==> config.mk <==
export PLATFORM = sky130hd
export DESIGN_NAME = uart_rx_framer_flat
export DESIGN_NICKNAME = d
export VERILOG_FILES = /design/src/rtl/uart_pkg.sv /design/src/rtl/uart_rx_framer_if.sv /design/src/rtl/uart_sync.sv /design/src/rtl/uart_rx_framer.sv /design/src/flat_wrapper.sv
export SDC_FILE = /design/constraint.sdc
export NUM_CORES = 1
export LEC_CHECK = 0
export CORE_MARGIN = 10
export CORE_UTILIZATION = 35
export DETAILED_ROUTE_END_ITERATION = 10
export GPL_TIMING_DRIVEN = 0
export SLEW_MARGIN = 40
export SYNTH_ARGS = -nofsm -noshare
export SYNTH_HDL_FRONTEND = slang
export SYNTH_SLANG_ARGS = --single-unit
==> constraint.sdc <==
create_clock -name clk -period 2.17 [get_ports clk]
set_input_delay 0.434 -clock clk [delete_from_list [all_inputs] [get_ports clk]]
set_output_delay 0.434 -clock clk [all_outputs]
set_load 0.01 [all_outputs]
==> src/rtl/uart_pkg.sv <==
// Shared UART definitions: receiver/transmitter FSM state encoding and the
// clocks-per-bit derivation.
// Optional feature macro: UART_RX_PARITY_EN adds the PARITY state.
package uart_pkg;

  // Frame states. PARITY only exists when even-parity support is compiled in.
  typedef enum logic [2:0] {
    ST_IDLE   = 3'd0,
    ST_START  = 3'd1,
    ST_DATA   = 3'd2,
`ifdef UART_RX_PARITY_EN
    ST_PARITY = 3'd3,
`endif
    ST_STOP   = 3'd4
  } uart_state_t;

  // Number of system clocks per serial bit (integer divide).
  // The callers require the result to be at least 4.
  function automatic int clks_per_bit(input int clk_freq, input int baud_rate);
    return clk_freq / baud_rate;
  endfunction

endpackage

==> src/rtl/uart_rx_framer_if.sv <==
// FIFO-side interface of the UART receive framer.
// master = framer (drives byte, strobe and status), slave = downstream FIFO.
// Optional feature macro: UART_RX_PARITY_EN adds the parity_err pulse.
interface uart_rx_framer_if #(
  parameter int WIDTH = 8
);

  logic [WIDTH-1:0] dout;
  logic             wr_en;
  logic             full;
  logic             frame_err;
  logic             overrun;
  logic             busy;
`ifdef UART_RX_PARITY_EN
  logic             parity_err;
`endif

  modport master (
    input  full,
    output dout, wr_en, frame_err, overrun, busy
`ifdef UART_RX_PARITY_EN
    , output parity_err
`endif
  );

  modport slave (
    output full,
    input  dout, wr_en, frame_err, overrun, busy
`ifdef UART_RX_PARITY_EN
    , input parity_err
`endif
  );

endinterface

==> src/rtl/uart_sync.sv <==
// Multi-flop synchronizer for an asynchronous single-bit input.
// The reset value is a parameter so an idle-high line resets to 1 and a
// reset never manufactures a falling edge on the synchronized output.
module uart_sync #(
  parameter int   STAGES  = 2,
  parameter logic RST_VAL = 1'b1
) (
  input  logic clk,
  input  logic rst_n,
  input  logic d,
  output logic q
);

  for (genvar gi = 0; gi < STAGES; gi++) begin : g_stage
    logic stage_reg;
    if (gi == 0) begin : g_first
      // First stage captures the raw asynchronous input.
      always_ff @(posedge clk or negedge rst_n) begin
        if (!rst_n) stage_reg <= RST_VAL;
        else        stage_reg <= d;
      end
    end else begin : g_chain
      // Later stages let any metastability settle.
      always_ff @(posedge clk or negedge rst_n) begin
        if (!rst_n) stage_reg <= RST_VAL;
        else        stage_reg <= g_stage[gi-1].stage_reg;
      end
    end
  end

  assign q = g_stage[STAGES-1].stage_reg;

endmodule

==> src/rtl/uart_rx_framer.sv <==
// UART receive framer: oversampled start/data/stop detection that writes each
// good byte into a downstream FIFO, with one-cycle error/overrun pulses.
// Frame: 1 start bit, WIDTH data bits LSB first, optional even parity, 1 stop.
// WIDTH must be at least 2; CLK_FREQ/BAUD_RATE must be at least 4.
// Optional feature macro: UART_RX_PARITY_EN enables even-parity checking.
module uart_rx_framer
  import uart_pkg::*;
#(
  parameter int CLK_FREQ  = 50000000,
  parameter int BAUD_RATE = 115200,
  parameter int WIDTH     = 8
) (
  input  logic             clk,
  input  logic             rst_n,
  input  logic             rx,
  uart_rx_framer_if.master fifo
);

  localparam int CPB = clks_per_bit(CLK_FREQ, BAUD_RATE);
  localparam int TW  = $clog2(CPB);
  localparam int IW  = (WIDTH > 1) ? $clog2(WIDTH) : 1;

  // Start bit is checked half a bit in; later bits a full bit after that,
  // so every later sample also lands mid-bit.
  localparam logic [TW-1:0] HALF_M1  = TW'(CPB / 2 - 1);
  localparam logic [TW-1:0] FULL_M1  = TW'(CPB - 1);
  localparam logic [IW-1:0] LAST_IDX = IW'(WIDTH - 1);

  logic             rx_s;

  uart_state_t      state_reg,     state_next;
  logic [TW-1:0]    timer_reg,     timer_next;
  logic [IW-1:0]    index_reg,     index_next;
  logic [WIDTH-1:0] data_reg,      data_next;
  logic [WIDTH-1:0] dout_reg,      dout_next;
  logic             wr_en_reg,     wr_en_next;
  logic             frame_err_reg, frame_err_next;
  logic             overrun_reg,   overrun_next;
`ifdef UART_RX_PARITY_EN
  logic             parity_bit_reg, parity_bit_next;
  logic             parity_err_reg, parity_err_next;
  logic             parity_bad;
`endif

  uart_sync #(
    .STAGES  (2),
    .RST_VAL (1'b1)
  ) u_sync (
    .clk   (clk),
    .rst_n (rst_n),
    .d     (rx),
    .q     (rx_s)
  );

`ifdef UART_RX_PARITY_EN
  // Even parity: data bits plus parity bit must XOR to zero.
  assign parity_bad = parity_bit_reg ^ (^data_reg);
`endif

  // State, counters, shift register and registered outputs.
  always_ff @(posedge clk or negedge rst_n) begin
    if (!rst_n) begin
      state_reg      <= ST_IDLE;
      timer_reg      <= '0;
      index_reg      <= '0;
      data_reg       <= '0;
      dout_reg       <= '0;
      wr_en_reg      <= 1'b0;
      frame_err_reg  <= 1'b0;
      overrun_reg    <= 1'b0;
`ifdef UART_RX_PARITY_EN
      parity_bit_reg <= 1'b0;
      parity_err_reg <= 1'b0;
`endif
    end else begin
      state_reg      <= state_next;
      timer_reg      <= timer_next;
      index_reg      <= index_next;
      data_reg       <= data_next;
      dout_reg       <= dout_next;
      wr_en_reg      <= wr_en_next;
      frame_err_reg  <= frame_err_next;
      overrun_reg    <= overrun_next;
`ifdef UART_RX_PARITY_EN
      parity_bit_reg <= parity_bit_next;
      parity_err_reg <= parity_err_next;
`endif
    end
  end

  // Next-state and output decode; pulses default low, data holds.
  always_comb begin
    state_next      = state_reg;
    timer_next      = timer_reg + TW'(1);
    index_next      = index_reg;
    data_next       = data_reg;
    dout_next       = dout_reg;
    wr_en_next      = 1'b0;
    frame_err_next  = 1'b0;
    overrun_next    = 1'b0;
`ifdef UART_RX_PARITY_EN
    parity_bit_next = parity_bit_reg;
    parity_err_next = 1'b0;
`endif

    case (state_reg)
      ST_IDLE: begin
        timer_next = '0;
        index_next = '0;
        if (!rx_s) state_next = ST_START;
      end

      ST_START: begin
        if (timer_reg == HALF_M1) begin
          timer_next = '0;
          index_next = '0;
          // A line that is high again by mid start bit was a glitch.
          state_next = rx_s ? ST_IDLE : ST_DATA;
        end
      end

      ST_DATA: begin
        if (timer_reg == FULL_M1) begin
          timer_next = '0;
          data_next  = {rx_s, data_reg[WIDTH-1:1]};
          if (index_reg == LAST_IDX) begin
            index_next = '0;
`ifdef UART_RX_PARITY_EN
            state_next = ST_PARITY;
`else
            state_next = ST_STOP;
`endif
          end else begin
            index_next = index_reg + IW'(1);
          end
        end
      end

`ifdef UART_RX_PARITY_EN
      ST_PARITY: begin
        if (timer_reg == FULL_M1) begin
          timer_next      = '0;
          parity_bit_next = rx_s;
          state_next      = ST_STOP;
        end
      end
`endif

      ST_STOP: begin
        if (timer_reg == FULL_M1) begin
          // Leave right after the mid-stop sample so an immediately
          // following start bit is still seen from its leading edge.
          timer_next = '0;
          state_next = ST_IDLE;
          if (!rx_s) begin
            frame_err_next = 1'b1;
`ifdef UART_RX_PARITY_EN
          end else if (parity_bad) begin
            parity_err_next = 1'b1;
`endif
          end else begin
            dout_next = data_reg;
            if (fifo.full) overrun_next = 1'b1;
            else           wr_en_next   = 1'b1;
          end
        end
      end

      default: begin
        timer_next = '0;
        state_next = ST_IDLE;
      end
    endcase
  end

  assign fifo.dout       = dout_reg;
  assign fifo.wr_en      = wr_en_reg;
  assign fifo.frame_err  = frame_err_reg;
  assign fifo.overrun    = overrun_reg;
  assign fifo.busy       = (state_reg != ST_IDLE);
`ifdef UART_RX_PARITY_EN
  assign fifo.parity_err = parity_err_reg;
`endif

endmodule

==> src/flat_wrapper.sv <==
// flat-port wrapper written by rule: the top's interface ports become plain ports
module uart_rx_framer_flat import uart_pkg::*;
#(
  parameter int CLK_FREQ  = 50000000,
  parameter int BAUD_RATE = 115200,
  parameter int WIDTH     = 8
)
  (clk, rst_n, rx, fifo_full, fifo_dout, fifo_wr_en, fifo_frame_err, fifo_overrun, fifo_busy);
  uart_rx_framer_if #(.WIDTH(WIDTH)) fifo_i ();
  input  logic clk;
  input  logic rst_n;
  input  logic rx;
  input wire logic [$bits(fifo_i.full)-1:0] fifo_full;
  output wire logic [$bits(fifo_i.dout)-1:0] fifo_dout;
  output wire logic [$bits(fifo_i.wr_en)-1:0] fifo_wr_en;
  output wire logic [$bits(fifo_i.frame_err)-1:0] fifo_frame_err;
  output wire logic [$bits(fifo_i.overrun)-1:0] fifo_overrun;
  output wire logic [$bits(fifo_i.busy)-1:0] fifo_busy;
  assign fifo_i.full = fifo_full;
  assign fifo_dout = fifo_i.dout;
  assign fifo_wr_en = fifo_i.wr_en;
  assign fifo_frame_err = fifo_i.frame_err;
  assign fifo_overrun = fifo_i.overrun;
  assign fifo_busy = fifo_i.busy;
  uart_rx_framer #(.CLK_FREQ(CLK_FREQ), .BAUD_RATE(BAUD_RATE), .WIDTH(WIDTH)) u_core (.clk(clk), .rst_n(rst_n), .rx(rx), .fifo(fifo_i));
endmodule
==> results of run 1 <==
==> worst max-delay path, stage by stage, from the launching register on <==
cell	delay, ps
dfrtp_1	500
or3_1	380
clkdlybuf4s50_1	490
==> power breakdown <==
| group | leakage (uW) | total [uW] | internal [uW] | switching (uW) |
|---|---|---|---|---|
| clock | 0.0000541 | 573 | 340 | 233 |
| sequential | 0.000481 | 676 | 674 | 2.13 |
| combinational | 0.000383 | 23.9 | 9.39 | 14.5 |
| total | 0.000919 | 1270 | 1020 | 250 |
==> Yosys cell counts, drive strengths merged (2+ instances only) <==
library cell	count
dfrtp	34
mux2	17
nor2	14
xor2	6
ha	5
inv	5
clkbuf	4
nand3	4
nand4	4
nand4b	3
a21oi	2
a22o	2
dfstp	2
nand4bb	2
xnor2	2
==> cells by family after synthesis <==
group,after synthesis,share of synthesized area (%)
buf+inv,10,2.76
xor+xnor,8,4.29
mux,17,13.6
fa+ha+maj,5,3.83
compound gates,10,4.52
flops,36,55.3
simple gates,37,15.8
==> layout by cell type (no fill, tap or decap), types with 2 or more instances in the layout <==
cell	netlist	final
clkdlybuf4s50_1	0	14
xor2_1	6	6
inv_1	5	5
mux2_4	8	8
dfstp_2	2	2
a22o_1	2	2
xnor2_1	2	2
clkbuf_8	0	5
nand4_1	3	3
mux2_2	9	9
nand3_1	4	4
nand4b_1	2	2
ha_1	5	5
nor2_1	14	13
dfrtp_1	34	34
a21oi_1	2	2
==> what timing repair did <==
action | 4_1_cts | 5_1_grt
gates cloned | 0 | 0
endpoints found under the setup margin | 1 | 8
resized for setup | 0 | 1
==> stage by stage <==
step	hold slack, ps	setup slack, ps	TNS (ps)	power (uW)	std cells
6_report	57.0	76.7	0	1270	196
3_5_place_dp	347	103	0	714	191
5_1_grt	74.1	20.3	0	1330	196
3_3_place_gp	346	-88.7	-2970	708	190
2_1_floorplan	138	337	0	689	123
4_1_cts	60.3	57.7	0	1290	196
==> routing by layer <==
| metal | GRT usage, % | up-vias | wire length, um |
|---|---|---|---|
| met5 | 0 | - | 0 |
| met4 | 3.08 | 0 | 37 |
| met3 | 2.94 | 6 | 142 |
| met2 | 13.6 | 15 | 1360 |
| met1 | 8.35 | 491 | 1190 |
| li1 | - | 470 | - |
==> worst min path at each step <==
stage	slack, ps	end	startpoint
after floorplan	140	u_core.data_reg[0]	rst_n
after global placement	350	u_core.u_sync.q	u_core.u_sync.g_stage[0].stage_reg
after detailed placement	350	u_core.u_sync.q	u_core.u_sync.g_stage[0].stage_reg
after CTS	60	u_core.fifo.dout[0]	rst_n
after global routing	70	u_core.fifo.dout[0]	rst_n
final	60	u_core.fifo.dout[0]	rst_n
==> area by class of cell <==
| class | count | area share, % |
|---|---|---|
| Sequential cell | 36 | 45.8 |
| Multi-Input combinational cell | 77 | 34.9 |
| Timing Repair Buffer | 16 | 8.75 |
| Clock buffer | 5 | 3.49 |
| Tap cell | 52 | 3.30 |
| Clock inverter | 3 | 2.15 |
| Inverter | 5 | 0.951 |
| Buffer | 2 | 0.760 |
==> results by group, run 1 <==
Route
  • WL final: ~2700 um
  • Residual DRC count: 0
  • Pre-antenna DRT Iters: 4
  • Via/cell ratio: between 5 and 6
  • Via Count: around 1,000
  • Detail Route Antenna Nets: 0
  • Iter 0 DRT Violations: 72
  • DR WL/cell: roughly 14 um

CTS
  • Num CTS Buffers: 5
  • Clock latency on the worst-skew pair: 290 ps
  • Clock-pin slew on the worst setup and hold paths: ~80 ps
  • # hold bufs at CTS: 0
  • Root buffer cell: clkbuf_8
  • Clk buf depth: 2
  • H-tree Lvls: 2
  • Sinks on Clock Net: 36
  • CTS tree: done
  • Post-CTS Setup Bufs: 0

Critical path
  • Crit path kind: reg -> out
  • Reg2Reg Depth: 6
  • R2R Path End: u_core.data_reg[3]
  • R2R Setup Slk: roughly 220 ps
  • Setup crit start kind: flip-flop
  • Worst path required time: between 1500 and 2000 ps
  • CP Capture Type: output pin
  • Critical path endpoint: fifo_busy
  • Crit path DAT: around 1700 ps
  • CP Launch Point: u_core.state_reg[1]
  • Crit-path max FO: 10
  • R2R Path Start: u_core.timer_reg[1]

Global route
  • Gr ovfl total: 0
  • Number of global-route vias before repair: 1,001
  • GRT Total Usage: about 7.8%
  • Largest net degree at the start of global routing: 24
  • First-pass GRT wire length: approximately 4800 um
  • Antenna violations before repair: 0

STA
  • Final Skew: around 9.2 ps
  • Least-Margin Pin Slew: about 420 ps
  • Final Cycle Share: a little over nine tenths
  • Fmax: 0.478 GHz
  • Endpoints failing setup: 0
  • RSZ-0062 raised after global routing: no
  • Slew headroom: a little over 70%
  • Minimum clock period: approximately 2100 ps
  • Count of pins over their slew limit: 0
  • Final hold violation count: 0

Outcome
  • Status: completed

Synth
  • Synthesized netlist cell count: about 120
  • Synth top area cells: dfrtp_1 (52%), mux2_4 (7.4%), mux2_2 (6.2%)
  • Synth top area share: roughly 52%
  • Post-synth EDFFs: 0
  • Largest area contributor in the netlist: dfrtp_1
  • Dominant synthesized flop cell: dfrtp_1
  • Yosys cell types: 36
  • Syn_area_per_cell: between 10 and 15 um2
  • Synthesized net count: approximately 130
  • Syn Std Cell Area: between 1500 and 2000 um2
  • Flops & latches, synth: 36
  • Asr flop ratio synth: 100%
  • Register area share after synthesis: 55.3%
  • Yosys Warn Count: 0

Layout
  • Design Area, Final: 1970 um2
  • ANT cells: 0
  • Share of cells above drive strength 1: between 20% and 30%
  • Max FFs per register: 9
  • Fillcell total: between 400 and 500
  • Multi-input logic area: 688 um2
  • Net count, final: around 150
  • Flip-flop and latch area: 903 um2
  • Final Util: between 40% and 50%
  • Area delta synth->final: 20.8%

Pwr
  • Maximum VDD drop: 0.000280 V
  • LEAKAGE: 0.000919 uW
  • PwrDens: 645 nW/um2

Placed design
  • Placer Congestion: 0.835
  • Dpl hpwl: approximately 2000 um
  • Post-Place Cell Area: approximately 1900 um2
  • IO Port Bufs: 15

Die
  • Initial core utilization: 36.8%
  • Io pins: 16
  • Die height: between 80 and 90 um
  • Core box area: about 4400 um2
  • FP Rows: 24
  • Die X-Extent: 88.3 um
  • Die Area: just under 8000 um2

Run
  • MaxCap Viol Count: 0

Worst hold path
  • HP Class: in -> async
Power figures use the tool's default switching activity.
==> run 2, diff against run 1 <==
clock period = 2.5 ns   (was 2.17 ns; I/O delays follow)
==> run 2 against run 1 <==
  * Combinational power is 13% lower
  * Utilization is 0.20 points higher
  * Critical path depth is 1 higher
  * Clock skew hardly changed
  * Routed wire length is 0.33% higher
  * Clock-buffer cell count stayed put
  * Global-route usage stayed put
  * Final area is 0.44% higher
  * Die area stayed put
  * Sequential power is 13% lower
  * Critical endpoint unchanged
==> results by group, run 2 (same netlist as run 1, synthesis figures left out) <==
CTS
  • Clock-pin slew on the worst setup and hold paths: roughly 80 ps
  • Root buffer cell: clkbuf_8
  • CTS tree: done
  • Num CTS Buffers: 5
  • Post-CTS Resized: 0
  • Clock latency on the worst-skew pair: 290 ps
  • # hold bufs at CTS: 0
  • H-tree Lvls: 2
  • Sinks on Clock Net: 36
  • Post-CTS Setup Bufs: 0
  • Clk buf depth: 2

Pwr
  • PwrDens: roughly 560 nW/um2
  • LEAKAGE: around 0.00092 uW
  • Maximum VDD drop: 0.000243 V

Global route
  • Number of global-route vias before repair: 1,004
  • Most Crowded Layer GR: met2
  • Grt met1 use: between 8 and 9%
  • First-pass GRT wire length: 4790 um
  • Met3 Use GR: approximately 2.9%
  • GRT Total Usage: about 7.8%
  • Antenna violations before repair: 0
  • Met2 Usage GRT: a little over an eighth
  • Gr ovfl total: 0
  • Largest net degree at the start of global routing: 24

Critical path
  • Crit-path max FO: 10
  • Buf/Inv on CP: 2
  • CP top delay family: buffers and inverters
  • Critical path's slowest cell: clkdlybuf4s50_1
  • Max stage delay on crit path: about 500 ps
  • CP cell instances: clkbuf_1 > or3_1 > clkdlybuf4s50_1
  • Setup crit start kind: flip-flop
  • CP Capture Type: output pin
  • Crit path kind: reg -> out
  • Worst path required time: 2000 ps
  • Crit path DAT: between 1500 and 2000 ps

STA
  • Slew headroom: a little over two thirds
  • Final Cycle Share: ~90%
  • Least-Margin Pin Slew: 440 ps
  • Final TNS setup: 0 ps
  • Count of pins over their slew limit: 0
  • Final hold violation count: 0
  • Final Skew: ~9.3 ps
  • Endpoints failing setup: 0
  • Minimum clock period: approximately 2300 ps
  • Fmax: ~0.44 GHz
  • Final worst setup slack: approximately 250 ps
  • RSZ-0062 raised after global routing: no

Layout
  • Net count, final: between 150 and 200
  • ANT cells: 0
  • Final Util: 44.6%
  • Fillcell total: ~420
  • Design Area, Final: roughly 2000 um2
  • Share of cells above drive strength 1: between 20% and 30%
  • Max FFs per register: 9
  • Most frequent cells in the layout: dfrtp_1 (34), nor2_1 (14), clkdlybuf4s50_1 (14)
  • Most common cell after layout, fill and taps aside: dfrtp_1
  • Area delta synth->final: 21.4%

Die
  • Io pins: 16
  • Core box area: ~4400 um2
  • Initial core utilization: approximately 37%
  • FP Rows: 24
  • Die X-Extent: roughly 90 um
  • Die height: a little under 90 um
  • Die Area: ~7800 um2

Placed design
  • Post-Place Cell Area: 1870 um2
  • IO Port Bufs: 15
  • Placer Congestion: around 0.83
  • Dpl hpwl: a little over 2000 um
  • Pre-CTS WS: roughly 430 ps

Run
  • MaxCap Viol Count: 0

Route
  • Iter 0 DRT Violations: between 80 and 90
  • Via Count: 990
  • Detail Route Antenna Nets: 0
  • Via/cell ratio: around 5
  • Residual DRC count: 0
  • WL final: approximately 2700 um
  • Pre-antenna DRT Iters: 4
  • DR WL/cell: approximately 14 um

Worst hold path
  • HP Class: in -> async

Outcome
  • Status: completed
run 2: changes by cell type in the layout (fill, tap and decap cells not counted), sizes merged:
cell / change
clkbuf: +3
run 2: worst reg2reg max path, cell delays in order (launching register included):
cell       delay, ps
dfrtp_1          430
inv_1            100
ha_1             190
nand4bb_4        140
nor2_1           350
nand4_2          340
mux2_2           370
run 2: routing by layer:
layer  routed length (um)  up-vias
met3                  143        7
met4                   39        0
met5                    0        -
met2                 1350       15
met1                 1210      492
li1                     -      476
run 2: cell type report:
cell class	count	area [um2]	area share (%)
well taps	52	65.1	3.28
plain buffers	5	26.3	1.32
clock buffers	5	68.8	3.47
repair buffers	16	173	8.71
multi-input cells	77	686	34.6
flip-flops and latches	36	903	45.6
inverters	5	18.8	0.946
clock inverters	3	42.5	2.15
run 2: worst paths after layout:
path / startpoint / to / slack (ps) / cells past startpoint
min in group clk: u_core.u_sync.g_stage[0].stage_reg / u_core.u_sync.q / 360 / 0
hold reg to reg: u_core.u_sync.g_stage[0].stage_reg / u_core.u_sync.q / 360 / 0
hold / removal: rst_n / u_core.fifo.dout[0] / 120 / 1
setup / recovery: u_core.state_reg[1] / fifo_busy / 250 / 3
max in group asynchronous: rst_n / u_core.u_sync.g_stage[0].stage_reg / 1870 / 2
setup reg to reg: u_core.timer_reg[1] / u_core.fifo.dout[0] / 460 / 6
run 2: report_power, final:
| group | internal [uW] | leakage [uW] | switching (uW) | total, uW |
|---|---|---|---|---|
| logic | 8.15 | 0.000387 | 12.7 | 20.8 |
| registers | 585 | 0.000481 | 1.84 | 587 |
| clock network | 295 | 0.0000541 | 203 | 498 |
run 2: metrics by stage:
| step | hold slack (ps) | instances | power [uW] |
|---|---|---|---|
| after global routing | 140 | 199 | 1150 |
| after floorplan | 204 | 123 | 598 |
| after CTS | 126 | 199 | 1120 |
| after detailed placement | 347 | 191 | 620 |
| after global placement | 346 | 190 | 615 |
| final | 122 | 199 | 1110 |
==> run 3, diff against run 2 <==
CORE_ASPECT_RATIO = 0.7   (was default)
GPL_ROUTABILITY_DRIVEN = 0   (was default)
==> run 3 against run 2 <==
  * Register-to-register slack lost 30 ps
  * Combinational power fell by 7%
  * Utilization is essentially flat
  * Sequential power is essentially flat
  * Power is 0.15% lower
  * Highest routed layer unchanged
==> results by group, run 3 (same netlist as run 1, synthesis figures left out) <==
Outcome
  • Status: completed

Critical path
  • CP Launch Point: u_core.state_reg[0]
  • Crit-path max FO: 10
  • Setup crit start kind: flip-flop
  • Worst path required time: roughly 2000 ps
  • Crit path DAT: about 1800 ps
  • CP Capture Type: output pin
  • Reg2Reg Depth: 7
  • R2R Path Start: u_core.timer_reg[0]
  • Crit path kind: reg -> out

STA
  • Least-Margin Pin Slew: between 500 and 600 ps
  • Final TNS setup: 0 ps
  • RSZ-0062 raised after global routing: no
  • Final Cycle Share: 89.9%
  • Slew headroom: about 62%
  • Final hold violation count: 0
  • Final Skew: between 8 and 9 ps
  • Count of pins over their slew limit: 0
  • Fmax: 0.445 GHz
  • Endpoints failing setup: 0
  • Hold slack: between 80 and 90 ps
  • Minimum clock period: 2250 ps

Die
  • Die Area: a little under 8000 um2
  • Initial core utilization: between 30% and 40%
  • FP Rows: 20
  • Io pins: 16
  • Core box area: 4430 um2
  • Die height: 77.2 um
  • Die X-Extent: 102 um

CTS
  • H-tree Lvls: 2
  • CTS tree: done
  • Sinks on Clock Net: 36
  • # hold bufs at CTS: 0
  • Post-CTS Setup Bufs: 0
  • Clock-pin slew on the worst setup and hold paths: 80 ps
  • Num CTS Buffers: 5
  • Clock latency on the worst-skew pair: approximately 280 ps
  • Clk buf depth: 2
  • Post-CTS Resized: 0
  • Root buffer cell: clkbuf_8

Route
  • Via/cell ratio: between 5 and 6
  • WL final: 2940 um
  • Via Count: just over 1,000
  • Detail Route Antenna Nets: 0
  • DR WL/cell: 14.5 um
  • Iter 0 DRT Violations: 31
  • Residual DRC count: 0
  • Pre-antenna DRT Iters: 4

Global route
  • Largest net degree at the start of global routing: 27
  • Number of global-route vias before repair: slightly above 1,000
  • Gr ovfl total: 0
  • Antenna violations before repair: 0
  • First-pass GRT wire length: between 4000 and 5000 um
  • GRT Total Usage: between 8 and 9%

Layout
  • Final Util: between 40% and 50%
  • Max FFs per register: 9
  • Area delta synth->final: 20.9%
  • Most common cell after layout, fill and taps aside: dfrtp_1
  • ANT cells: 0
  • Most frequent cells in the layout: dfrtp_1 (34), nor2_1 (14), clkdlybuf4s50_1 (14)
  • Share of cells above drive strength 1: around 22%
  • Net count, final: approximately 160

Pwr
  • Maximum VDD drop: 0.000226 V
  • PwrDens: 559 nW/um2
  • LEAKAGE: 0.000920 uW

Placed design
  • IO Port Bufs: 15
  • Dpl hpwl: between 2000 and 2500 um

Run
  • MaxCap Viol Count: 0

Worst hold path
  • HP Class: in -> async
## run 3: changes by cell type in the layout (fill, tap and decap cells not counted), sizes merged
cell,previous run,this run
clkinvlp,1,0
clkbuf,9,10
## run 3: path summary, 6_finish.rpt
check	to	slack (ps)
worst max-delay path	fifo_busy	250
worst min-delay path	u_core.timer_reg[6]	80
worst max register to register	u_core.timer_reg[4]	430
worst min register to register	u_core.u_sync.q	360
max in group asynchronous	u_core.u_sync.g_stage[0].stage_reg	1920
min in group clk	u_core.u_sync.q	360
## run 3: report_power, final
part	internal, uW	total [uW]	switching [uW]
logic	6.94	19.3	12.4
registers	585	587	1.94
clock network	296	497	201
## run 3: critical path, cell delays in order (launching register included)
cell and delay (ps):
dfrtp_1 360, clkbuf_1 210, or3_1 410, clkdlybuf4s50_1 500
## run 3: final cells by class
type | count | area (um2)
fillers | 408 | 2450
flip-flops and latches | 36 | 903
multi-input cells | 77 | 686
repair buffers | 16 | 165
clock buffers | 6 | 72.6
well taps | 55 | 68.8
clock inverters | 2 | 35.0
plain buffers | 5 | 26.3
inverters | 5 | 18.8
## run 3: stage by stage
stage	power (uW)	worst slack [ps]	cells	instance area (um2)
5_1_grt	1160	161	202	1980
6_report	1100	253	202	1980
4_1_cts	1120	236	202	1980
3_3_place_gp	615	192	193	1850
3_5_place_dp	619	463	194	1870
2_1_floorplan	598	667	123	1630
## run 3: metal layers
layer | GRT usage, % | vias to the layer above | part of all wire, %
li1 | - | 480 | -
met1 | 10.0 | 518 | 47
met2 | 11.6 | 23 | 47
met3 | 3.31 | 2 | 4.5
met4 | 4.27 | 0 | 1.2
met5 | 0 | - | 0
